File: src/rtl/alu_pkg.sv
// Shared opcode, state and operand-descriptor definitions for the sequential Hack ALU.
// Comp codes are the six Hack control bits zx,nx,zy,ny,f,no; y carries A or M.
package alu_pkg;

  localparam int EXT_BIT = 6;

  localparam logic [5:0] C_ZERO = 6'b101010;
  localparam logic [5:0] C_ONE  = 6'b111111;
  localparam logic [5:0] C_NEG1 = 6'b111010;
  localparam logic [5:0] C_D    = 6'b001100;
  localparam logic [5:0] C_A    = 6'b110000;
  localparam logic [5:0] C_NOTD = 6'b001101;
  localparam logic [5:0] C_NOTA = 6'b110001;
  localparam logic [5:0] C_NEGD = 6'b001111;
  localparam logic [5:0] C_NEGA = 6'b110011;
  localparam logic [5:0] C_DP1  = 6'b011111;
  localparam logic [5:0] C_AP1  = 6'b110111;
  localparam logic [5:0] C_DM1  = 6'b001110;
  localparam logic [5:0] C_AM1  = 6'b110010;
  localparam logic [5:0] C_DPA  = 6'b000010;
  localparam logic [5:0] C_DMA  = 6'b010011;
  localparam logic [5:0] C_AMD  = 6'b000111;
  localparam logic [5:0] C_DANDA = 6'b000000;
  localparam logic [5:0] C_DORA  = 6'b010101;

  localparam logic [5:0] OP_MUL = 6'b000000;
  localparam logic [5:0] OP_SHL = 6'b000001;
  localparam logic [5:0] OP_SHR = 6'b000010;
  localparam logic [5:0] OP_SRA = 6'b000011;

  typedef enum logic [1:0] {
    IDLE = 2'd0,
    BUSY = 2'd1,
    DONE = 2'd2
  } state_t;

  typedef struct packed {
    logic       ext;
    logic [5:0] code;
  } op_t;

endpackage

File: src/rtl/alu_hack_comb.sv
// Combinational decoder for the 18 Hack comp functions, zero-latency, no flow control.
// Codes outside the Hack set yield 0.
module alu_hack_comb
  import alu_pkg::*;
#(
  parameter int WIDTH = 16
) (
  input  logic [5:0]       i_code,
  input  logic [WIDTH-1:0] i_x,
  input  logic [WIDTH-1:0] i_y,
  output logic [WIDTH-1:0] o_res
);

  always_comb begin
    o_res = '0;
    case (i_code)
      C_ZERO:  o_res = '0;
      C_ONE:   o_res = WIDTH'(1);
      C_NEG1:  o_res = '1;
      C_D:     o_res = i_x;
      C_A:     o_res = i_y;
      C_NOTD:  o_res = ~i_x;
      C_NOTA:  o_res = ~i_y;
      C_NEGD:  o_res = -i_x;
      C_NEGA:  o_res = -i_y;
      C_DP1:   o_res = i_x + WIDTH'(1);
      C_AP1:   o_res = i_y + WIDTH'(1);
      C_DM1:   o_res = i_x - WIDTH'(1);
      C_AM1:   o_res = i_y - WIDTH'(1);
      C_DPA:   o_res = i_x + i_y;
      C_DMA:   o_res = i_x - i_y;
      C_AMD:   o_res = i_y - i_x;
      C_DANDA: o_res = i_x & i_y;
      C_DORA:  o_res = i_x | i_y;
      default: o_res = '0;
    endcase
  end

endmodule

File: src/rtl/alu_seq.sv
// Handshaked Hack ALU with iterative MUL/shift ops; result valid k cycles after accept.
// Result and flags hold while out_valid && !out_ready; in_ready is low for all of BUSY.
module alu_seq
  import alu_pkg::*;
#(
  parameter int WIDTH = 16
) (
  input  logic             clk,
  input  logic             rst_n,
  input  logic             in_valid,
  output logic             in_ready,
  input  logic [6:0]       opcode,
  input  logic [WIDTH-1:0] x,
  input  logic [WIDTH-1:0] y,
  output logic             out_valid,
  input  logic             out_ready,
  output logic [WIDTH-1:0] result,
  output logic             zr,
  output logic             ng
);

  localparam int SHW = $clog2(WIDTH);
  localparam int CW  = SHW + 1;

  state_t           r_state;
  state_t           w_state_nxt;
  op_t              r_op;
  op_t              w_op_in;
  logic [WIDTH-1:0] r_x;
  logic [WIDTH-1:0] r_y;
  logic [WIDTH-1:0] r_acc;
  logic [WIDTH-1:0] r_res;
  logic             r_zr;
  logic             r_ng;
  logic [CW-1:0]    r_cnt;
  logic [CW-1:0]    w_k;
  logic             w_take;
  logic             w_last;
  logic             w_shamt_nz;
  logic [WIDTH-1:0] w_hack;
  logic [WIDTH-1:0] w_sh_nxt;
  logic [WIDTH-1:0] w_acc_nxt;
  logic [WIDTH-1:0] w_fin;

  assign w_op_in    = op_t'(opcode);
  assign w_take     = in_valid && in_ready;
  assign w_last     = (r_state == BUSY) && (r_cnt == CW'(1));
  assign w_shamt_nz = |r_y[SHW-1:0];

  alu_hack_comb #(.WIDTH(WIDTH)) u_hack (
    .i_code (r_op.code),
    .i_x    (r_x),
    .i_y    (r_y),
    .o_res  (w_hack)
  );

  // Iteration count chosen from the live inputs so it can be loaded on the accept edge.
  always_comb begin
    w_k = CW'(1);
    if (opcode[EXT_BIT]) begin
      case (w_op_in.code)
        OP_MUL:                 w_k = CW'(WIDTH);
        OP_SHL, OP_SHR, OP_SRA: if (|y[SHW-1:0]) w_k = {1'b0, y[SHW-1:0]};
        default:                w_k = CW'(1);
      endcase
    end
  end

  always_comb begin
    w_sh_nxt = r_x;
    if (w_shamt_nz) begin
      case (r_op.code)
        OP_SHL:  w_sh_nxt = r_x << 1;
        OP_SHR:  w_sh_nxt = r_x >> 1;
        OP_SRA:  w_sh_nxt = {r_x[WIDTH-1], r_x[WIDTH-1:1]};
        default: w_sh_nxt = r_x;
      endcase
    end
  end

  assign w_acc_nxt = r_acc + (r_y[0] ? r_x : '0);

  always_comb begin
    w_fin = '0;
    if (!r_op.ext) begin
      w_fin = w_hack;
    end else begin
      case (r_op.code)
        OP_MUL:                 w_fin = w_acc_nxt;
        OP_SHL, OP_SHR, OP_SRA: w_fin = w_sh_nxt;
        default:                w_fin = '0;
      endcase
    end
  end

  always_ff @(posedge clk) begin
    if (!rst_n) r_state <= IDLE;
    else        r_state <= w_state_nxt;
  end

  always_comb begin
    w_state_nxt = r_state;
    case (r_state)
      IDLE:    if (w_take) w_state_nxt = BUSY;
      BUSY:    if (r_cnt == CW'(1)) w_state_nxt = DONE;
      DONE: begin
        if (w_take)         w_state_nxt = BUSY;
        else if (out_ready) w_state_nxt = IDLE;
      end
      default: w_state_nxt = IDLE;
    endcase
  end

  always_comb begin
    in_ready  = (r_state == IDLE) || ((r_state == DONE) && out_ready);
    out_valid = (r_state == DONE);
  end

  // Multiplier: r_x is the shifting multiplicand, r_y the shifting multiplier.
  always_ff @(posedge clk) begin
    if (!rst_n) begin
      r_op  <= '0;
      r_x   <= '0;
      r_y   <= '0;
      r_acc <= '0;
      r_cnt <= '0;
      r_res <= '0;
      r_zr  <= 1'b1;
      r_ng  <= 1'b0;
    end else if (w_take) begin
      r_op  <= w_op_in;
      r_x   <= x;
      r_y   <= y;
      r_acc <= '0;
      r_cnt <= w_k;
    end else if (r_state == BUSY) begin
      r_cnt <= r_cnt - CW'(1);
      if (r_op.ext) begin
        case (r_op.code)
          OP_MUL: begin
            r_acc <= w_acc_nxt;
            r_x   <= r_x << 1;
            r_y   <= r_y >> 1;
          end
          OP_SHL, OP_SHR, OP_SRA: r_x <= w_sh_nxt;
          default: ;
        endcase
      end
      if (w_last) begin
        r_res <= w_fin;
        r_zr  <= (w_fin == '0);
        r_ng  <= w_fin[WIDTH-1];
      end
    end
  end

  assign result = r_res;
  assign zr     = r_zr;
  assign ng     = r_ng;

endmodule

File: config.mk
export PLATFORM = sky130hd
export DESIGN_NAME = alu_seq
export DESIGN_NICKNAME = d
export VERILOG_FILES = /design/src/rtl/alu_pkg.sv /design/src/rtl/alu_hack_comb.sv /design/src/rtl/alu_seq.sv
export SDC_FILE = /design/constraint.sdc
export NUM_CORES = 1
export LEC_CHECK = 0
export BUFFER_PORTS_ARGS = -buffer_cell sky130_fd_sc_hd__buf_2
export CAP_MARGIN = 20
export CORE_MARGIN = 2
export CORE_UTILIZATION = 40
export CTS_BUF_LIST = sky130_fd_sc_hd__clkbuf_16
export CTS_CLUSTER_SIZE = 8
export DETAILED_ROUTE_END_ITERATION = 6
export GPL_TIMING_DRIVEN = 0
export MAX_ROUTING_LAYER = met4
export PLACE_DENSITY = 0.57
export SYNTH_ARGS = -nofsm -noshare
export SYNTH_HDL_FRONTEND = slang
export SYNTH_SLANG_ARGS = --single-unit
File: constraint.sdc
create_clock -name clk -period 3.9 [get_ports clk]
set_input_delay 0.39 -clock clk [delete_from_list [all_inputs] [get_ports clk]]
set_output_delay 0.39 -clock clk [all_outputs]
set_load 0.02 [all_outputs]
==> results_dict.tcl, run 1 <==
set metrics [dict create \
    status "finished with violations" \
    violations "negative setup slack" \
    final_nets 1454 \
    cts.sinks 79 \
    path_depth 14 \
    synth_fa_ha_area_share_pct 7.98 \
    relSlewSlack_pct 23.8 \
    ys_types 82 \
    critical_path.max_fanout 8 \
    grt_pass1_wl_microns 62000 \
    hold_class "input pin to flop" \
    synth-edff-count 0 \
    min_from "y[15]" \
    finalCritPeriodShare_pct 109 \
    fp-row-count 53 \
    crit_arrival_ns 4.54 \
    use_met3_pct 8.36 \
    cts_buffers 9 \
    skew_ns 0.0128 \
    fp.dieH_microns 151 \
    antenna_found_initial 0 \
    routed_wl_microns 43500 \
    netlist_area_sq_mm 0.00859 \
    use_met1_pct 53.3 \
    crit_start "r_y[1]" \
    async_flop_share_pct 0 \
    multi_input_area_sq_mm 0.00737 \
    core-area_sq_mm 0.0210 \
    fin_crit_ns 4.26 \
    grt_overflow_total 0 \
    hold_violations 0 \
    synth_nets 1336 \
    initial_core_util_pct 40.9 \
    start_kind "flop" \
    final_max_slew_viol_count 0 \
    grt_pass1_vias 9531 \
    p_leak_nw 4.30 \
    antenna_cells 0 \
    r2r_cells 14 \
    clkLatencyLatePin_ns 0.36 \
    rsz0062_at_grt "true" \
    grt_usage_pct 38.3 \
    drt-initial-drc-count 1229 \
    gp_congestion 1.05 \
    peakVddDrop_uv 236 \
    synth_ff_type "dfxtp_1" \
    drc_errors 0 \
    htreeDepth 3 \
    synth_top_family_by_area "compound AO/OA/AOI/OAI gates" \
    die_area_sq_mm 0.0227 \
    worstReg2RegEnd "zr" \
    crit_path_end_kind "flop" \
    power_density_mw_per_mm2 305 \
    cpMaxStageDelayCell "dfxtp_1" \
    max_stage_delay_ns 0.45 \
    syn_to_final_growth_pct 29.0 \
    worstPathBufferInverterCount 3 \
    worst_pin_slew_ns 1.14 \
    tns_ns -1.02 \
    port-buffer-count 62 \
    synth_compound_area_share_pct 33.2 \
    die_x_microns 151 \
    synth_mux_area_share_pct 0.815 \
    stdcell_count 1638 \
    nFillCells 2101 \
    path_delay_family "compound AO/OA/AOI/OAI gates" \
    critPathKind "flop to flop" \
    viasPerCell 6.52 \
    seq_area_frac_synth_pct 18.4 \
    grt_use_met2_pct 53.1 \
    path_cells "inv_1, ha_1, or3b_1, buf_2, or4_4, buf_6, o21ai_1, a31oi_1, a2111o_1, a211oi_4, o22ai_2, nor4_1, nand4_1, o31ai_2" \
    hold_depth 3 \
    postSynthAreaPerCell_sq_um 6.93 \
    fmax_mhz 235 \
    synth_xor_area_share_pct 5.30 \
    top_usage_layer "met1" \
    io_pins 63 \
    drive_gt1_share_pct 21.9 \
    rr_startpoint "r_y[1]" \
    vias 10700 \
    synth_seq_cells 79 \
    grt_start_max_net_pins 15 \
    synth_warnings 0 \
    regArea_sq_mm 0.00161 \
    r2r_slack_ns -0.36 \
    synthSimpleGateAreaFrac_pct 28.2 \
    setup_ws_ns -0.360 \
    dr.pass1.iters 7 \
    cts_buffer_depth 2 \
    cts-hold-fix-buffers 0 \
    required_ns 4.18 \
    syn_inst 1240 \
    min_to "r_y[15]" \
    maxCapViolations 0 \
    cts-root-buf "clkbuf_16" \
    numPlacedInstances 1578 \
    drt.antenna.violating_nets 0 \
    path_clk_slew_ns 0.07 \
    setup_viol 6 \
    dpl.hpwl_microns 32800 \
    routedWlPerCell_microns 26.6 \
    cts_tree "built" \
]
-- layout by cell type (no fill, tap or decap), drive strengths merged, types with 6 or more instances in the layout --
cell,netlist,layout
a211oi,32,32
a21o,14,14
a21oi,122,122
a221oi,16,16
a22oi,21,21
a311oi,9,9
a31oi,15,15
and2,22,22
and3,8,8
buf,21,137
clkbuf,83,82
dfxtp,79,79
ha,50,50
inv,24,25
mux2i,7,7
nand2,134,134
nand2b,16,16
nand3,24,24
nand3b,7,7
nand4,7,7
nor2,132,132
nor2b,15,15
nor3,52,52
nor3b,9,9
nor4,19,19
o2111ai,6,6
o211a,6,6
o211ai,25,25
o21a,10,10
o21ai,77,77
o221ai,9,9
o22ai,10,10
o31ai,11,11
or2,7,7
or3,10,10
or4,8,8
xnor2,31,31
xor2,21,21
-- what timing repair did --
action,CTS,global route
endpoints found under the setup margin,42,15
pin swaps,43,43
cloned,1,0
setup buffers,32,18
gates resized for setup,160,102
-- flip-flops by register name (all words and copies together) (netlist names) --
signal,count
r_acc,16
r_cnt,5
r_op,7
r_state,2
r_x,16
r_y,16
result,16
zr,1
-- routing by layer --
layer	share of wire [%]	vias to the layer above
met3	12	129
met1	42	5015
met5	0	-
met2	41	686
met4	4.8	0
li1	-	4845
-- cell type report --
cell class	instances	share of cell area, %
buffer	97	5.32
clock buffer	9	2.03
clock inverter	7	1.08
inverter	25	1.06
multi-input combinational	1032	66.5
sequential	79	14.5
tap	275	3.10
timing repair buffer	114	6.39
-- where the power goes --
group	internal, mW	switching, mW
combinational	0.501	0.909
clock	0.628	0.393
sequential	0.861	0.0856
total	1.99	1.39
-- cells in the mapped netlist (7+ instances only) --
master    instances  share of area [%]
a211oi_1         32                2.8
a21o_1           14                1.2
a21oi_1         122                7.1
a221oi_1         16                1.6
a22oi_1          21                1.8
a311oi_1          9               0.92
a31oi_1          15                1.1
and2_1           22                1.6
and3_1            8               0.58
buf_2            14               0.82
clkbuf_1         82                3.6
dfxtp_1          79                 18
ha_1             50                7.3
inv_1            24                1.0
mux2i_1           7               0.82
nand2_1         134                5.9
nand2b_1         16                1.2
nand3_1          24                1.4
nand3b_1          7               0.61
nand4_1           7               0.51
nor2_1          132                5.8
nor2b_1          15                1.1
nor3_1           51                3.0
nor3b_1           9               0.79
nor4_1           18                1.3
o211ai_1         25                2.2
o21a_1           10               0.87
o21ai_0          67                3.9
o21ai_1          10               0.58
o221ai_1          9               0.92
o22ai_1          10               0.73
o31ai_1          10               0.87
or3_1            10               0.73
or4_1             7               0.61
xnor2_1          31                3.2
xor2_1           21                2.1
-- worst reg2reg max path, stage by stage, from the launching register on --
cell and delay [ns]:
dfxtp_1 0.45, inv_1 0.36, ha_1 0.32, or3b_1 0.35
buf_2 0.19, or4_4 0.43, buf_6 0.15, o21ai_1 0.12
a31oi_1 0.18, a2111o_1 0.38, a211oi_4 0.33, o22ai_2 0.21
nor4_1 0.37, nand4_1 0.16, o31ai_2 0.18
-- per-stage QoR --
step                      utilization [%]  hold slack (ns)  setup WS (ns)  area (sq um)  total power, mW
after floorplan                         -            0.436        0.00569          8620             1.64
after global placement               44.1            0.448          -1.50          9280             2.05
after detailed placement             44.2            0.455          -1.50          9280             2.04
after CTS                            50.0            0.269         -0.223         10500             3.21
after global routing                 52.7            0.284         -0.385         11100             3.48
final                                52.7            0.271         -0.360         11100             3.38
-- worst max-delay path by stage --
stage | to | slack, ns
2_1_floorplan | result[15] | 0.006
3_3_place_gp | zr | -1.50
3_5_place_dp | zr | -1.50
4_1_cts | zr | -0.22
5_1_grt | zr | -0.38
6_report | zr | -0.36
-- logic make-up after synthesis --
kind of cell | after synthesis
xor+xnor | 52
fa+ha+maj | 53
flops | 79
compound gates | 430
buf+inv | 129
mux | 7
simple gates | 490
No activity file was read; power rests on OpenSTA's default activity.
==> run 2: changes to the inputs <==
- ABC_AREA: unset -> 1
==> results_dict.tcl, run 2 <==
set metrics [dict create \
    status "finished clean" \
    min_to "r_y[15]" \
    synth_seq_cells 79 \
    hold_class "input pin to flop" \
    p_leak_nw 5.18 \
    required_ns 4.20 \
    antenna_cells 0 \
    fp.dieH_microns 156 \
    synthTopCellsByArea "nand2_1, dfxtp_1, nand3_1, inv_1, nor2_1" \
    final_nets 1808 \
    grt_pass1_vias 10700 \
    r2r_slack_ns 0.19 \
    layout_common_cells "nand2_1, inv_1, nor2_1" \
    grt_overflow_total 0 \
    crit_arrival_ns 4.01 \
    peakVddDrop_uv 222 \
    synth_warnings 0 \
    power_density_mw_per_mm2 302 \
    die_area_sq_mm 0.0243 \
    synth-edff-count 0 \
    fp-row-count 55 \
    viasPerCell 5.74 \
    fmax_mhz 270 \
    critical_path.max_fanout 10 \
    io_pins 63 \
    rr_startpoint "r_op[0]" \
    core-area_sq_mm 0.0226 \
    ys_types 43 \
    netlist_area_sq_mm 0.00921 \
    routedWlPerCell_microns 20.4 \
    cpMaxStageDelayCell "dfxtp_1" \
    syn_to_final_growth_pct 12.3 \
    grt_usage_pct 34.3 \
    power_frac_comb_pct 40.1 \
    cpMostUsedCell "nand2_1" \
    max_stage_delay_ns 0.43 \
    yosys-top-cells-count "nand2_1, inv_1, nor2_1" \
    seq_area_frac_synth_pct 17.2 \
    initial_core_util_pct 40.7 \
    cts_buffers 9 \
    vias 11500 \
    seqPwrFrac_pct 31.0 \
    cts.sinks 79 \
    maxCapViolations 0 \
    dp_slack_ns -0.117 \
    mostFrequentLayoutCell "nand2_1" \
    synth_ff_type "dfxtp_1" \
    drt.antenna.violating_nets 0 \
    finalCritPeriodShare_pct 95.1 \
    hold_depth 3 \
    cts_buffer_depth 2 \
    dpl.hpwl_microns 32700 \
    port-buffer-count 61 \
    path_cells "nand2_1, nor2_2, nand2_1, nand3_4, clkbuf_4, o21ai_0, a21oi_1, ha_1, nand2_1, nand2_1, nand2_1, nand3_1, nand2_1, nand4_1, nand3_1, nand3_1, a21oi_1, nand2_1, nor2_1, nand4_1, nand2_1" \
    synth_nets 1731 \
    r2r_cells 21 \
    postSynthAreaPerCell_sq_um 5.63 \
    grt_pass1_wl_microns 61400 \
    yosysTopAreaCellShare_pct 17.6 \
    setup_viol 0 \
    numPlacedInstances 1981 \
    hold_violations 0 \
    stdcell_area_sq_mm 0.0103 \
    gp_congestion 1.07 \
    drive_gt1_share_pct 10.6 \
    grt_start_max_net_pins 16 \
    die_x_microns 156 \
    relSlewSlack_pct 44.4 \
    skew_ns 0.00677 \
    yosysMostFrequentCell "nand2_1" \
    internal_power_mw 1.75 \
    fin_util_pct 45.7 \
    critPathKind "flop to flop" \
    dpl_cell_area_sq_mm 0.00987 \
    min_from "y[15]" \
    drc_errors 0 \
    path_clk_slew_ns 0.07 \
    stdcell_count 2002 \
    cts_tree "built" \
    antenna_found_initial 0 \
    dr.pass1.iters 6 \
    cts-root-buf "clkbuf_16" \
    start_kind "flop" \
    htreeDepth 3 \
    syn_inst 1635 \
    final_max_slew_viol_count 0 \
    clkLatencyLatePin_ns 0.36 \
    switching_share_pct 44.0 \
    p_switching_mw 1.37 \
    routed_wl_microns 40800 \
    async_flop_share_pct 0 \
    drt-initial-drc-count 1146 \
    worstReg2RegEnd "zr" \
    worst_pin_slew_ns 0.831 \
    clockPowerShare_pct 28.9 \
    setup_ws_ns 0.193 \
    yosys.area.top_type "nand2_1" \
    fin_crit_ns 3.71 \
    crit_path_end_kind "flop" \
]
==> run 2: cell types whose count changed in the layout (fill, tap and decap cells not counted), moves of 22 or more <==
| cell | previous run | this run |
|---|---|---|
| nand2_1 | 130 | 431 |
| inv_1 | 21 | 188 |
| nand3_1 | 24 | 148 |
| o21ai_0 | 51 | 119 |
| nor2_1 | 127 | 176 |
| buf_4 | 50 | 13 |
| clkbuf_1 | 59 | 33 |
| nor3_1 | 41 | 15 |
| a211oi_1 | 26 | 2 |
| nand4_1 | 7 | 29 |
==> run 2: worst max-delay path, delay by kind of cell, from the launching register on <==
family,cells,cell delay (ns)
AND/OR/NAND/NOR,16,2.04
AO/OA/AOI/OAI,3,0.59
flip-flops,1,0.43
adder cells (fa/ha/maj),1,0.34
buffers and inverters,1,0.24
==> run 2: power by group through the flow <==
stage               Clock [mW]  Combinational, mW  Sequential, mW
floorplan                    0              0.804           0.943
global placement             0               1.18           0.979
detailed placement           0               1.18           0.979
CTS                      0.913               1.19           0.961
global route             0.942               1.36           0.971
finish                   0.902               1.25           0.967
==> run 2: area by class of cell <==
type                    instances  area [sq um]
fillers                      2536         12300
plain buffers                  70           343
clock buffers                   9           225
well taps                     285           357
clock inverters                 7          80.1
repair buffers                 67           363
flip-flops and latches         79          1580
multi-input cells            1273          6590
inverters                     212           807
==> run 2: kinds of logic (layout without fill, tap and decap cells) <==
| kind of cell | Yosys count | after routing | share of synthesized area, % |
|---|---|---|---|
| buffers and inverters | 283 | 365 | 12.3 |
| AO/OA/AOI/OAI | 360 | 360 | 22.4 |
| adder cells (fa/ha/maj) | 53 | 53 | 7.44 |
| flip-flops | 79 | 79 | 17.2 |
| AND/OR/NAND/NOR | 846 | 846 | 39.3 |
| XOR/XNOR | 14 | 14 | 1.33 |
==> run 2: worst max path at each step <==
stage | slack (ns) | end | start
2_1_floorplan | 1.01 | zr | r_op[0]
3_3_place_gp | -0.14 | zr | r_op[4]
3_5_place_dp | -0.12 | zr | r_op[4]
4_1_cts | 0.01 | zr | r_x[1]
5_1_grt | -0.005 | zr | r_op[0]
6_report | 0.19 | zr | r_op[0]
==> run 2: repair_timing <==
action	4_1_cts	5_1_grt
setup buffers	0	6
resized for setup	5	28
endpoints found under the setup margin	3	9
gates cloned	0	0
pin swaps	0	4
hold buffers	0	0
==> run 2: per-layer routing <==
layer | GRT usage (%) | part of all wire, % | routed length (microns) | vias up
li1 | - | - | - | 5594
met1 | 43.9 | 43 | 17600 | 5248
met2 | 53.3 | 44 | 18100 | 528
met3 | 5.75 | 8.0 | 3250 | 114
met4 | 15.2 | 4.4 | 1800 | 0
met5 | - | 0 | 0 | -
==> run 2: per-stage QoR <==
stage	setup TNS [ns]	power, mW	hold WS, ns
after floorplan	0	1.75	0.462
after detailed placement	-0.123	2.15	0.456
after global routing	-0.00470	3.28	0.307
after CTS	0	3.06	0.292
final	0	3.12	0.299
after global placement	-0.163	2.15	0.474
